<file path="src/rtl/onehot_index_capture_if.sv">
// onehot_index_capture_if: handshake bundle between the 6-to-64 decoder side
// (in_*) and the downstream consumer (out_*). The master modport is the
// environment driving words in and consuming results; the slave modport is
// the capture stage itself.
interface onehot_index_capture_if;
  logic        in_valid;
  logic        in_ready;
  logic [63:0] in_data;
  logic        out_valid;
  logic [5:0]  out_idx;
  logic [1:0]  out_stat;
  logic        out_ready;

  modport master (
    output in_valid,
    output in_data,
    output out_ready,
    input  in_ready,
    input  out_valid,
    input  out_idx,
    input  out_stat
  );

  modport slave (
    input  in_valid,
    input  in_data,
    input  out_ready,
    output in_ready,
    output out_valid,
    output out_idx,
    output out_stat
  );
endinterface

</file>
<file path="src/rtl/onehot_index_capture.sv">
// onehot_index_capture: registered one-hot-to-index stage placed after the
// 6-to-64 line decoder. Each accepted 64-bit select word is checked for
// exactly one set line, encoded to a 6-bit index with a 2-bit status, and
// held in a one-entry output register. Non-OK words are counted in a
// saturating 8-bit counter and latch a sticky error flag.
//
// Optional feature: define ONEHOT_CAPTURE_HIST_EN to keep a 64-bit history
// of indices accepted OK and drive o_all_seen once every index was seen.
// Without the macro o_all_seen is tied low.
module onehot_index_capture (
  input  logic                    i_clk,
  input  logic                    i_rst,
  input  logic                    i_clr,
  onehot_index_capture_if.slave   s_if,
  output logic                    o_err,
  output logic [7:0]              o_err_cnt,
  output logic                    o_all_seen
);

  localparam int N = 64;
  localparam int W = 6;

  localparam logic [1:0] STAT_OK    = 2'b00;
  localparam logic [1:0] STAT_ZERO  = 2'b01;
  localparam logic [1:0] STAT_MULTI = 2'b10;

  typedef enum logic [0:0] {
    ST_EMPTY = 1'b0,
    ST_FULL  = 1'b1
  } state_t;

  // Number of set lines in a select word.
  function automatic logic [W:0] f_popcount(input logic [N-1:0] word);
    logic [W:0] cnt;
    cnt = {(W+1){1'b0}};
    for (int i = 0; i < N; i++) begin
      cnt = cnt + {{W{1'b0}}, word[i]};
    end
    return cnt;
  endfunction

  // Index of the lowest set line; 0 when no line is set.
  function automatic logic [W-1:0] f_lowest_index(input logic [N-1:0] word);
    logic [W-1:0] idx;
    idx = {W{1'b0}};
    for (int i = N - 1; i >= 0; i--) begin
      if (word[i]) begin
        idx = i[W-1:0];
      end else begin
        idx = idx;
      end
    end
    return idx;
  endfunction

  state_t         r_state;
  logic           r_out_valid;
  logic [W-1:0]   r_out_idx;
  logic [1:0]     r_out_stat;
  logic           r_err;
  logic [7:0]     r_err_cnt;

  logic [W:0]     w_pop;
  logic [W-1:0]   w_enc_idx;
  logic [1:0]     w_enc_stat;
  logic           w_accept;
  logic           w_bad_accept;

  // Classify the incoming word and pick the index reported for it.
  always_comb begin
    w_pop      = f_popcount(s_if.in_data);
    w_enc_idx  = {W{1'b0}};
    w_enc_stat = STAT_OK;
    if (w_pop == 7'd1) begin
      w_enc_idx  = f_lowest_index(s_if.in_data);
      w_enc_stat = STAT_OK;
    end else if (w_pop == 7'd0) begin
      w_enc_idx  = {W{1'b0}};
      w_enc_stat = STAT_ZERO;
    end else begin
      w_enc_idx  = f_lowest_index(s_if.in_data);
      w_enc_stat = STAT_MULTI;
    end
  end

  // Ready whenever the slot is free or is being drained this cycle.
  assign s_if.in_ready = !r_out_valid || s_if.out_ready;
  assign w_accept      = s_if.in_valid && s_if.in_ready;
  assign w_bad_accept  = w_accept && (w_enc_stat != STAT_OK);

  // Output slot state machine: load on accept, drain on out_ready.
  always_ff @(posedge i_clk) begin
    if (i_rst) begin
      r_state     <= ST_EMPTY;
      r_out_valid <= 1'b0;
      r_out_idx   <= {W{1'b0}};
      r_out_stat  <= STAT_OK;
    end else begin
      case (r_state)
        ST_EMPTY: begin
          if (w_accept) begin
            r_state     <= ST_FULL;
            r_out_valid <= 1'b1;
            r_out_idx   <= w_enc_idx;
            r_out_stat  <= w_enc_stat;
          end else begin
            r_state     <= ST_EMPTY;
            r_out_valid <= 1'b0;
          end
        end
        ST_FULL: begin
          if (w_accept) begin
            // Drain and refill in the same cycle: stay full with new word.
            r_state     <= ST_FULL;
            r_out_valid <= 1'b1;
            r_out_idx   <= w_enc_idx;
            r_out_stat  <= w_enc_stat;
          end else if (s_if.out_ready) begin
            r_state     <= ST_EMPTY;
            r_out_valid <= 1'b0;
          end else begin
            r_state     <= ST_FULL;
            r_out_valid <= 1'b1;
          end
        end
        default: begin
          r_state     <= ST_EMPTY;
          r_out_valid <= 1'b0;
        end
      endcase
    end
  end

  // Error accounting; a same-cycle clear never hides a new error.
  always_ff @(posedge i_clk) begin
    if (i_rst) begin
      r_err     <= 1'b0;
      r_err_cnt <= 8'd0;
    end else if (w_bad_accept) begin
      r_err <= 1'b1;
      if (i_clr) begin
        r_err_cnt <= 8'd1;
      end else if (r_err_cnt == 8'd255) begin
        r_err_cnt <= 8'd255;
      end else begin
        r_err_cnt <= r_err_cnt + 8'd1;
      end
    end else if (i_clr) begin
      r_err     <= 1'b0;
      r_err_cnt <= 8'd0;
    end else begin
      r_err     <= r_err;
      r_err_cnt <= r_err_cnt;
    end
  end

`ifdef ONEHOT_CAPTURE_HIST_EN
  logic [N-1:0] r_hist;
  logic [N-1:0] w_hist_next;
  logic [N-1:0] w_hist_bit;
  logic         r_all_seen;

  // Next history: clear first (if requested), then add an OK capture.
  always_comb begin
    w_hist_bit  = {{(N-1){1'b0}}, 1'b1} << w_enc_idx;
    w_hist_next = r_hist;
    if (w_accept && (w_enc_stat == STAT_OK)) begin
      if (i_clr) begin
        w_hist_next = w_hist_bit;
      end else begin
        w_hist_next = r_hist | w_hist_bit;
      end
    end else if (i_clr) begin
      w_hist_next = {N{1'b0}};
    end else begin
      w_hist_next = r_hist;
    end
  end

  // History register and its registered all-ones summary.
  always_ff @(posedge i_clk) begin
    if (i_rst) begin
      r_hist     <= {N{1'b0}};
      r_all_seen <= 1'b0;
    end else begin
      r_hist     <= w_hist_next;
      r_all_seen <= &w_hist_next;
    end
  end

  assign o_all_seen = r_all_seen;
`else
  assign o_all_seen = 1'b0;
`endif

  assign s_if.out_valid = r_out_valid;
  assign s_if.out_idx   = r_out_idx;
  assign s_if.out_stat  = r_out_stat;
  assign o_err          = r_err;
  assign o_err_cnt      = r_err_cnt;

endmodule

</file>
<file path="src/flat_wrapper.sv">
// flat-port wrapper written by rule: the top's interface ports become plain ports
module onehot_index_capture_flat 
  (i_clk, i_rst, i_clr, o_err, o_err_cnt, o_all_seen, s_if_in_valid, s_if_in_data, s_if_out_ready, s_if_in_ready, s_if_out_valid, s_if_out_idx, s_if_out_stat);
  onehot_index_capture_if s_if_i ();
  input  logic i_clk;
  input  logic i_rst;
  input  logic i_clr;
  output logic o_err;
  output logic [7:0] o_err_cnt;
  output logic o_all_seen;
  input wire logic [$bits(s_if_i.in_valid)-1:0] s_if_in_valid;
  input wire logic [$bits(s_if_i.in_data)-1:0] s_if_in_data;
  input wire logic [$bits(s_if_i.out_ready)-1:0] s_if_out_ready;
  output wire logic [$bits(s_if_i.in_ready)-1:0] s_if_in_ready;
  output wire logic [$bits(s_if_i.out_valid)-1:0] s_if_out_valid;
  output wire logic [$bits(s_if_i.out_idx)-1:0] s_if_out_idx;
  output wire logic [$bits(s_if_i.out_stat)-1:0] s_if_out_stat;
  assign s_if_i.in_valid = s_if_in_valid;
  assign s_if_i.in_data = s_if_in_data;
  assign s_if_i.out_ready = s_if_out_ready;
  assign s_if_in_ready = s_if_i.in_ready;
  assign s_if_out_valid = s_if_i.out_valid;
  assign s_if_out_idx = s_if_i.out_idx;
  assign s_if_out_stat = s_if_i.out_stat;
  onehot_index_capture u_core (.i_clk(i_clk), .i_rst(i_rst), .i_clr(i_clr), .s_if(s_if_i), .o_err(o_err), .o_err_cnt(o_err_cnt), .o_all_seen(o_all_seen));
endmodule
</file>
<file path="config.mk">
export PLATFORM = sky130hd
export DESIGN_NAME = onehot_index_capture_flat
export DESIGN_NICKNAME = d
export VERILOG_FILES = /design/src/rtl/onehot_index_capture_if.sv /design/src/rtl/onehot_index_capture.sv /design/src/flat_wrapper.sv
export SDC_FILE = /design/constraint.sdc
export NUM_CORES = 1
export LEC_CHECK = 0
export CORE_MARGIN = 3
export CORE_UTILIZATION = 69
export DETAILED_ROUTE_END_ITERATION = 12
export DONT_BUFFER_PORTS = 1
export GPL_TIMING_DRIVEN = 0
export HOLD_SLACK_MARGIN = 0.1
export PLACE_DENSITY = 0.85
export SLEW_MARGIN = 5
export SYNTH_ARGS = -nofsm -noshare
export SYNTH_HDL_FRONTEND = slang
export SYNTH_SLANG_ARGS = --single-unit
</file>
<file path="constraint.sdc">
create_clock -name i_clk -period 18.5 [get_ports i_clk]
set_input_delay 4.625 -clock i_clk [delete_from_list [all_inputs] [get_ports i_clk]]
set_output_delay 4.625 -clock i_clk [all_outputs]
set_load 0.01 [all_outputs]
</file>
==> results of run 1 <==
[where the power goes]
| part | internal, uW | switching (uW) |
|---|---|---|
| logic | 301 | 392 |
| registers | 43.9 | 6.24 |
| clock network | 18.9 | 13.1 |
| total | 364 | 411 |
[registers in the layout (all words and copies together) (netlist names)]
| signal | count |
|---|---|
| u_core.r_state | 1 |
| u_core.s_if.out_idx | 6 |
| u_core.o_err_cnt | 8 |
| u_core.s_if.out_stat | 2 |
| u_core.o_err | 1 |
[metal layers]
layer / vias up / global-route usage (%) / wire length (microns)
li1: 1251 / - / -
met1: 1268 / 38.6 / 2890
met2: 138 / 53.4 / 3810
met3: 20 / 4.65 / 683
met4: 0 / 11.3 / 197
met5: - / 0 / 0
[path summary, 6_finish.rpt]
path | start | to | slack [ns] | cells after the start
worst min register to register | u_core.s_if.out_idx[2] | u_core.s_if.out_idx[2] | 0.50 | 2
worst min-delay path | u_core.s_if.out_idx[2] | u_core.s_if.out_idx[2] | 0.50 | 2
worst max-delay path | s_if_in_data[0] | u_core.o_err_cnt[5] | 7.45 | 21
worst max register to register | u_core.r_state | u_core.o_err_cnt[5] | 16.75 | 7
[logic make-up after synthesis]
family,Yosys count
adder cells (fa/ha/maj),71
AO/OA/AOI/OAI,73
buffers and inverters,89
AND/OR/NAND/NOR,116
multiplexers,2
other,1
flip-flops,18
[worst register-to-register path, stage by stage, from the launching register on]
cell and delay (ns):
dfxtp_1 0.36, nand2b_4 0.12, and2_2 0.14, clkbuf_1 0.23, o31ai_2 0.16, nor2_1 0.33, and4_1 0.26, nor3_2 0.05
[synthesized netlist by cell type (all sizes together) (2+ instances only)]
cell type,count,share of area [%]
a221oi,3,0.84
a311oi,2,0.56
a211oi,3,0.72
o21a,2,0.48
nand2,20,2.5
o221ai,2,0.56
a21oi,22,3.5
o31a,2,0.56
ha,17,6.8
a2111oi,3,0.84
or4,7,1.8
a22o,2,0.56
mux2i,2,0.64
nor2b,5,1.0
dfxtp,18,12
nor2,35,4.3
nor3,9,1.8
clkbuf,2,0.24
nand3,4,0.64
nand2b,6,1.4
o21ai,13,2.1
inv,86,10
nor4,17,3.4
o311ai,2,0.56
fa,54,35
and2,2,0.44
o31ai,6,1.6
nand4,6,1.2
a31oi,3,0.60
[through the flow]
stage	util, %	std cells	setup WS, ns	total power [uW]	hold slack, ns
CTS	77.8	424	7.46	770	0.501
floorplan	-	370	7.74	577	0.472
finish	77.8	424	7.45	775	0.499
global placement	76.5	420	7.32	700	0.484
detailed placement	76.5	420	7.23	719	0.493
global route	77.8	424	7.27	880	0.536
[layout make-up]
class / count / area (sq um)
multi-input combinational: 263 / 2430
fill: 291 / 925
sequential: 18 / 360
inverter: 86 / 323
tap: 50 / 62.6
clock buffer: 4 / 55.1
buffer: 3 / 15.0
==> flow_summary.yaml, run 1 <==
clock_tree:
  path_clk_slew_ns: 0.07
  h-tree-depth: 1
  cts_tree: "done"
  cts.path.max_buffers: 2
  postCtsHoldBufs: 0
  root_buffer: "clkbuf_8"
  post_cts_buffers: 0
  cts_resized: 0
  clock-sinks: 18
  clk_latency_ns: 0.26
  numCtsBuffers: 3
yosys:
  synth.distinct_cells: 52
  syn-cell-area_sq_um: 3130
  synth_fa_ha_area_share_pct: 41.3
  syn_inst: 370
  async_reset_ff_share_pct: 0
  synth_compound_area_share_pct: 15.9
  avgSynthCellArea_sq_um: 8.46
  synth_edf_count: 0
  synth_nets: 510
  synth_top_family_by_area: "adder cells"
  synth_ff_type: "dfxtp_1"
  ys_warn_count: 0
  yosys.area_share.simple_pct: 19.7
  synthXorXnorAreaFrac_pct: 0
  ys_seq_area_share_pct: 11.5
  yosys-mux-area-fraction_pct: 0.639
  synth_seq_cells: 18
placement:
  numPortBuffers: 0
  place_hpwl_microns: 6750
  place_congestion: 0.933
  dpl_cell_area_sq_um: 3190
global_route:
  antenna_found_initial: 0
  grt_max_degree: 11
  grt_overflow: 0
  grt_pass1_wl_microns: 12700
  grt_pass1_vias: 2836
  grt_usage_pct: 30.7
timing:
  max_clock_freq_mhz: 90.5
  period_minus_slack_ns: 11.05
  fin_setup_tns_ns: 0
  relSlewSlack_pct: 51.5
  final-hold-violation-count: 0
  period_share_pct: 59.8
  drv_slew: 0
  setup_viol: 0
  finalClockSkew_ns: 0.00829
  worst_slew_pin_slew_ns: 0.720
  rsz0062_at_grt: "false"
route:
  ant_nets: 0
  drt-initial-drc-count: 151
  vias_per_cell: 6.31
  vias: 2677
  dr.pass1.iters: 4
  drc: 0
  wl_per_cell_microns: 17.9
  drt-total-wl_microns: 7580
cells_and_area:
  layout_common_cells: "86 x inv_1, 54 x fa_1, 34 x nor2_1"
  final_common_cell: "inv_1"
  drive_gt1_share_pct: 4.55
  area_delta_synth_final_pct: 3.76
  fin_area_sq_um: 3250
  final_nets: 515
  antennaDiodeCount: 0
pwr:
  powerDensity_nw_per_um2: 238
  peakVddDrop_mv: 0.461
  p_leak_uw: 0.00145
floorplan:
  ios: 89
  start_util_pct: 75.0
  core_sq_um: 4170
  die_w_microns: 73.4
  die_h_microns: 73.4
  design.die.area_sq_um: 5380
  row_count: 23
setup_path:
  end_kind: "register"
  cp.arrival_ns: 11.25
  path_common_cell: "fa_1"
  critical_path_buf_inv_count: 4
  cp_slowest_cell: "fa_1"
  required_ns: 18.69
  path_delay_family: "adder cells"
  crit_chain: "ha_1 -> inv_1 -> fa_1 -> inv_1 -> fa_1 -> fa_1 -> fa_1 -> fa_1 -> fa_1 -> inv_1 -> fa_1 -> fa_1 -> fa_1 -> inv_1 -> fa_1 -> nor4_1 -> nand2_1 -> o31ai_2 -> nor2_1 -> and4_1 -> nor3_2"
  path_class: "input port to register"
  start_kind: "input port"
  critical_path.max_stage_delay_ns: 0.53
  cp_max_fo: 6
status:
  status: "finished clean"
run:
  maxCapViolCount: 0
min_path:
  worstHoldPathType: "register to register"
No activity file was read; power rests on OpenSTA's default activity.
==> run 2: changes to the inputs <==
- ABC_AREA: unset -> 1
- CORE_UTILIZATION: 69 -> 66
- PLACE_DENSITY: 0.85 -> 0.82
- clock period: 18.5 -> 11.3 ns (I/O delays scaled with it)
==> flow_summary.yaml, run 2 <==
status:
  status: "finished clean"
run:
  maxCapViolCount: 0
clock_tree:
  cts.path.max_buffers: 2
  post_cts_buffers: 0
  h-tree-depth: 1
  root_buffer: "clkbuf_8"
  cts_resized: 0
  cts_tree: "done"
  clock-sinks: 18
  postCtsHoldBufs: 0
  numCtsBuffers: 3
  path_clk_slew_ns: 0.07
  clk_latency_ns: 0.25
yosys:
  ys_seq_area_share_pct: 10.9
  synth_ff_type: "dfxtp_1"
  synth_seq_cells: 18
  yosysTopAreaCell: "fa_1"
  yosys-mux-area-fraction_pct: 0
  synth_top_area_share_pct: 32.8
  async_reset_ff_share_pct: 0
  synth_top_family_by_area: "adder cells"
  synth_nets: 594
  avgSynthCellArea_sq_um: 7.26
  yosys-top-cells-count: "101 x inv_1, 100 x nand2_1, 54 x fa_1"
  synthXorXnorAreaFrac_pct: 0.266
  syn_inst: 454
  yosys-top-cells-area: "fa_1 33%, inv_1 12%, nand2_1 11%"
  yosys.area_share.simple_pct: 25.7
  yosysMostFrequentCell: "inv_1"
  ys_warn_count: 0
  synth_fa_ha_area_share_pct: 39.3
  synth.distinct_cells: 31
  syn-cell-area_sq_um: 3300
  synth_edf_count: 0
  synth_compound_area_share_pct: 8.58
placement:
  numPortBuffers: 0
  place_congestion: 0.965
  place_hpwl_microns: 7130
  dpl_cell_area_sq_um: 3380
setup_path:
  required_ns: 11.43
  start_kind: "input port"
  cp_max_fo: 8
  crit_end: "u_core.o_err_cnt[7]"
  end_kind: "register"
  worstReg2RegEnd: "u_core.s_if.out_idx[5]"
  reg2reg_from: "u_core.r_state"
  path_class: "input port to register"
  reg2reg_depth: 9
  cp.arrival_ns: 9.20
  rrSetupSlack_ns: 9.43
  worstSetupStartpoint: "s_if_in_data[0]"
route:
  wl_per_cell_microns: 14.8
  ant_nets: 0
  drt-total-wl_microns: 7790
  drc: 0
  vias: 2842
  dr.pass1.iters: 4
  drt-initial-drc-count: 124
  vias_per_cell: 5.41
cells_and_area:
  final_nets: 599
  seq_area_sq_um: 360
  drive_gt1_share_pct: 4.37
  n_fill_cell: 434
  area_delta_synth_final_pct: 4.21
  antennaDiodeCount: 0
  layout_common_cells: "101 x inv_1, 100 x nand2_1, 54 x fa_1"
  multi_input_area_sq_um: 2430
  final_common_cell: "inv_1"
  fin_area_sq_um: 3430
  largest_reg_flops: 8
floorplan:
  ios: 89
  core_sq_um: 4790
  die_h_microns: 76.7
  design.die.area_sq_um: 5880
  start_util_pct: 68.9
  die_w_microns: 76.7
  row_count: 25
timing:
  period_share_pct: 80.3
  drv_slew: 0
  setup_viol: 0
  period_minus_slack_ns: 9.07
  fin_setup_tns_ns: 0
  worst_slew_pin_slew_ns: 0.600
  rsz0062_at_grt: "false"
  final-hold-violation-count: 0
  finalClockSkew_ns: 0.00669
  max_clock_freq_mhz: 110
  relSlewSlack_pct: 59.6
global_route:
  grt_overflow: 0
  grt_usage_pct: 27.7
  grt_max_degree: 11
  grt_pass1_wl_microns: 13000
  grt_pass1_vias: 2828
  antenna_found_initial: 0
min_path:
  worstHoldPathType: "register to register"
  whs_path_depth: 2
-- run 2: changes by cell type after synthesis, sizes merged, moves of 7 or more --
cell   before  now
nand2      20  100
inv        86  107
nor2       35   49
nand3       4   16
a21oi      22   33
or4         7    0
-- run 2: logic make-up after synthesis --
group                    count (synthesis)
adder cells (fa/ha/maj)                 71
XOR/XNOR                                 1
buffers and inverters                  114
flip-flops                              18
other                                    1
AND/OR/NAND/NOR                        198
AO/OA/AOI/OAI                           51
-- run 2: final cells by class --
| cell class | instances | area share [%] |
|---|---|---|
| well taps | 67 | 2.44 |
| clock buffers | 4 | 1.60 |
| inverters | 112 | 14.2 |
| plain buffers | 2 | 0.328 |
| multi-input cells | 322 | 70.9 |
| flip-flops and latches | 18 | 10.5 |
-- run 2: per-layer routing --
| layer | part of all wire (%) | vias up | global-route usage [%] |
|---|---|---|---|
| li1 | - | 1409 | - |
| met4 | 0 | 0 | 2.72 |
| met5 | 0 | - | 0 |
| met2 | 50 | 80 | 47.7 |
| met1 | 42 | 1353 | 38.5 |
| met3 | 7.9 | 0 | 3.99 |
-- run 2: how the worst min path moves through the flow --
stage | startpoint | endpoint | slack, ns
4_1_cts | u_core.s_if.out_idx[2] | u_core.s_if.out_idx[2] | 0.52
3_3_place_gp | u_core.s_if.out_idx[1] | u_core.s_if.out_idx[1] | 0.50
3_5_place_dp | u_core.s_if.out_idx[2] | u_core.s_if.out_idx[2] | 0.51
2_1_floorplan | u_core.s_if.out_idx[1] | u_core.s_if.out_idx[1] | 0.49
5_1_grt | u_core.s_if.out_idx[2] | u_core.s_if.out_idx[2] | 0.54
6_report | u_core.s_if.out_stat[1] | u_core.s_if.out_stat[1] | 0.52
-- run 2: metrics by stage --
| step | cells | hold slack, ns | utilization [%] | setup slack, ns |
|---|---|---|---|---|
| after floorplan | 454 | 0.490 | - | 2.42 |
| after global placement | 521 | 0.502 | 70.6 | 2.11 |
| after detailed placement | 521 | 0.510 | 70.6 | 1.96 |
| after CTS | 525 | 0.520 | 71.8 | 2.22 |
| after global routing | 525 | 0.536 | 71.8 | 1.92 |
| final | 525 | 0.519 | 71.8 | 2.23 |
-- run 2: worst max-delay path, stage by stage --
cell	delay (ns)
ha_1	0.25
inv_1	0.05
fa_1	0.47
inv_1	0.05
fa_1	0.51
fa_1	0.43
fa_1	0.52
fa_1	0.45
fa_1	0.52
inv_1	0.05
fa_1	0.47
fa_1	0.51
fa_1	0.19
inv_2	0.05
fa_1	0.38
or2_2	0.28
a211oi_1	0.35
nand2_1	0.12
nand2_1	0.23
inv_2	0.11
nand3_1	0.13
nor2_1	0.05
a21oi_1	0.12
a21oi_1	0.07
Power of run 2 is not shown: default switching activity piles up to over one toggle a cycle in this logic, so the estimate is an artifact.
==> run 3: changes to the inputs <==
- ABC_AREA: 1 -> 0
- clock period: 11.3 -> 8.9 ns (I/O delays scaled with it)
==> flow_summary.yaml, run 3 (synthesis results as in run 1) <==
status:
  status: "finished clean"
timing:
  setup_slack_ns: 0.312
  relSlewSlack_pct: 55.8
  worst_slew_pin_slew_ns: 0.657
  finalClockSkew_ns: 0.00509
  fin_setup_tns_ns: 0
  period_share_pct: 96.5
  drv_slew: 0
  max_clock_freq_mhz: 116
  final-hold-violation-count: 0
  period_minus_slack_ns: 8.59
  rsz0062_at_grt: "false"
  setup_viol: 0
cells_and_area:
  antennaDiodeCount: 0
  final_nets: 515
  final_common_cell: "inv_1"
  drive_gt1_share_pct: 4.55
  largest_reg_flops: 8
  stdcell_count: 426
  layout_common_cells: "86 x inv_1, 54 x fa_1, 34 x nor2_1"
  area_delta_synth_final_pct: 3.84
setup_path:
  cp.arrival_ns: 8.78
  critical_path.max_stage_delay_ns: 0.52
  required_ns: 9.09
  path_common_cell: "fa_1"
  cp_max_fo: 6
  path_class: "input port to register"
  start_kind: "input port"
  cp_slowest_cell: "fa_1"
  worstSetupStartpoint: "s_if_in_data[0]"
  crit_chain: "ha_1 -> inv_1 -> fa_1 -> inv_1 -> fa_1 -> fa_1 -> fa_1 -> fa_1 -> fa_1 -> inv_1 -> fa_1 -> fa_1 -> fa_1 -> inv_1 -> fa_1 -> nor4_1 -> nand2_1 -> o31ai_2 -> nor2_1 -> and4_1 -> nor3_2"
  end_kind: "register"
  reg2reg_from: "u_core.r_state"
floorplan:
  row_count: 24
  die_w_microns: 74.9
  design.die.area_sq_um: 5610
  die_h_microns: 74.9
  start_util_pct: 70.0
  core_sq_um: 4470
  ios: 89
pwr:
  peakVddDrop_mv: 0.974
  p_leak_uw: 0.00145
  netSwitchingPower_uw: 862
  p_int_uw: 763
  p_sw_share_pct: 53.1
  pwr-share-clk_pct: 4.1
  p_seq_share_pct: 6.4
  p_comb_share_pct: 89.5
  powerDensity_nw_per_um2: 500
clock_tree:
  numCtsBuffers: 3
  clk_latency_ns: 0.26
  clock-sinks: 18
  cts_tree: "done"
  h-tree-depth: 1
  postCtsHoldBufs: 0
  cts_resized: 0
  root_buffer: "clkbuf_8"
  cts.path.max_buffers: 2
  path_clk_slew_ns: 0.07
  post_cts_buffers: 0
route:
  drt-initial-drc-count: 91
  dr.pass1.iters: 5
  vias: 2633
  wl_per_cell_microns: 18.0
  vias_per_cell: 6.18
  drt-total-wl_microns: 7690
  drc: 0
  ant_nets: 0
global_route:
  grt_pass1_wl_microns: 12600
  grt_pass1_vias: 2804
  grt_max_degree: 11
  grt_usage_pct: 29.9
  grt_overflow: 0
  antenna_found_initial: 0
placement:
  place_congestion: 0.918
  dp.cells: 422
  numPortBuffers: 0
  place_hpwl_microns: 6970
  place_ws_ns: 0.0536
min_path:
  worstHoldPathType: "register to register"
  hold_start: "u_core.o_err"
run:
  maxCapViolCount: 0
[run 3: cell count changes in the layout (fill, tap and decap cells not counted), moves of 6 or more]
cell | previous run | this run
nand2_1 | 100 | 19
inv_1 | 101 | 86
nor2_1 | 48 | 34
nand3_1 | 16 | 4
a21oi_1 | 31 | 22
inv_2 | 6 | 0
or4_1 | 0 | 6
[run 3: final cells by class]
class / count / area (sq um)
buffer: 3 / 15.0
clock buffer: 4 / 55.1
fill: 373 / 1220
inverter: 86 / 323
multi-input combinational: 263 / 2430
sequential: 18 / 360
tap: 52 / 65.1
[run 3: path summary, 6_finish.rpt]
| kind | end | slack [ns] | depth (start not counted) |
|---|---|---|---|
| worst max register to register | u_core.o_err_cnt[5] | 7.16 | 7 |
| worst max-delay path | u_core.o_err_cnt[5] | 0.31 | 21 |
| worst min-delay path | u_core.o_err | 0.51 | 2 |
| worst min register to register | u_core.o_err | 0.51 | 2 |
[run 3: per-stage QoR]
| step | instance area (sq um) | utilization (%) | hold slack (ns) | total power [uW] |
|---|---|---|---|---|
| final | 3250 | 72.7 | 0.510 | 1630 |
| after CTS | 3250 | 72.7 | 0.512 | 1640 |
| after global placement | 3200 | 71.4 | 0.488 | 1490 |
| after global routing | 3250 | 72.7 | 0.534 | 1910 |
| after detailed placement | 3200 | 71.4 | 0.501 | 1540 |
| after floorplan | 3130 | - | 0.472 | 1200 |
[run 3: per-layer routing]
metal,share of wire (%),vias to the layer above,GRT usage (%)
li1,-,1249,-
met1,36,1245,35.5
met2,51,112,52.9
met3,8.1,27,5.74
met4,4.2,0,12.3
met5,0,-,0
[run 3: worst max-delay path, delay by kind of cell]
kind	cells	cell delay (ns)
AOI/OAI and AO/OA	1	0.38
buffers and inverters	4	0.23
adders and majority gates	11	4.92
and+or+nand+nor	5	1.01
[run 3: power by group through the flow]
stage | Sequential (uW) | Combinational (uW) | Clock [uW]
global route | 107 | 1730 | 69.5
finish | 105 | 1450 | 66.1
floorplan | 104 | 1090 | 0
global placement | 106 | 1380 | 0
CTS | 105 | 1470 | 66.3
detailed placement | 107 | 1440 | 0
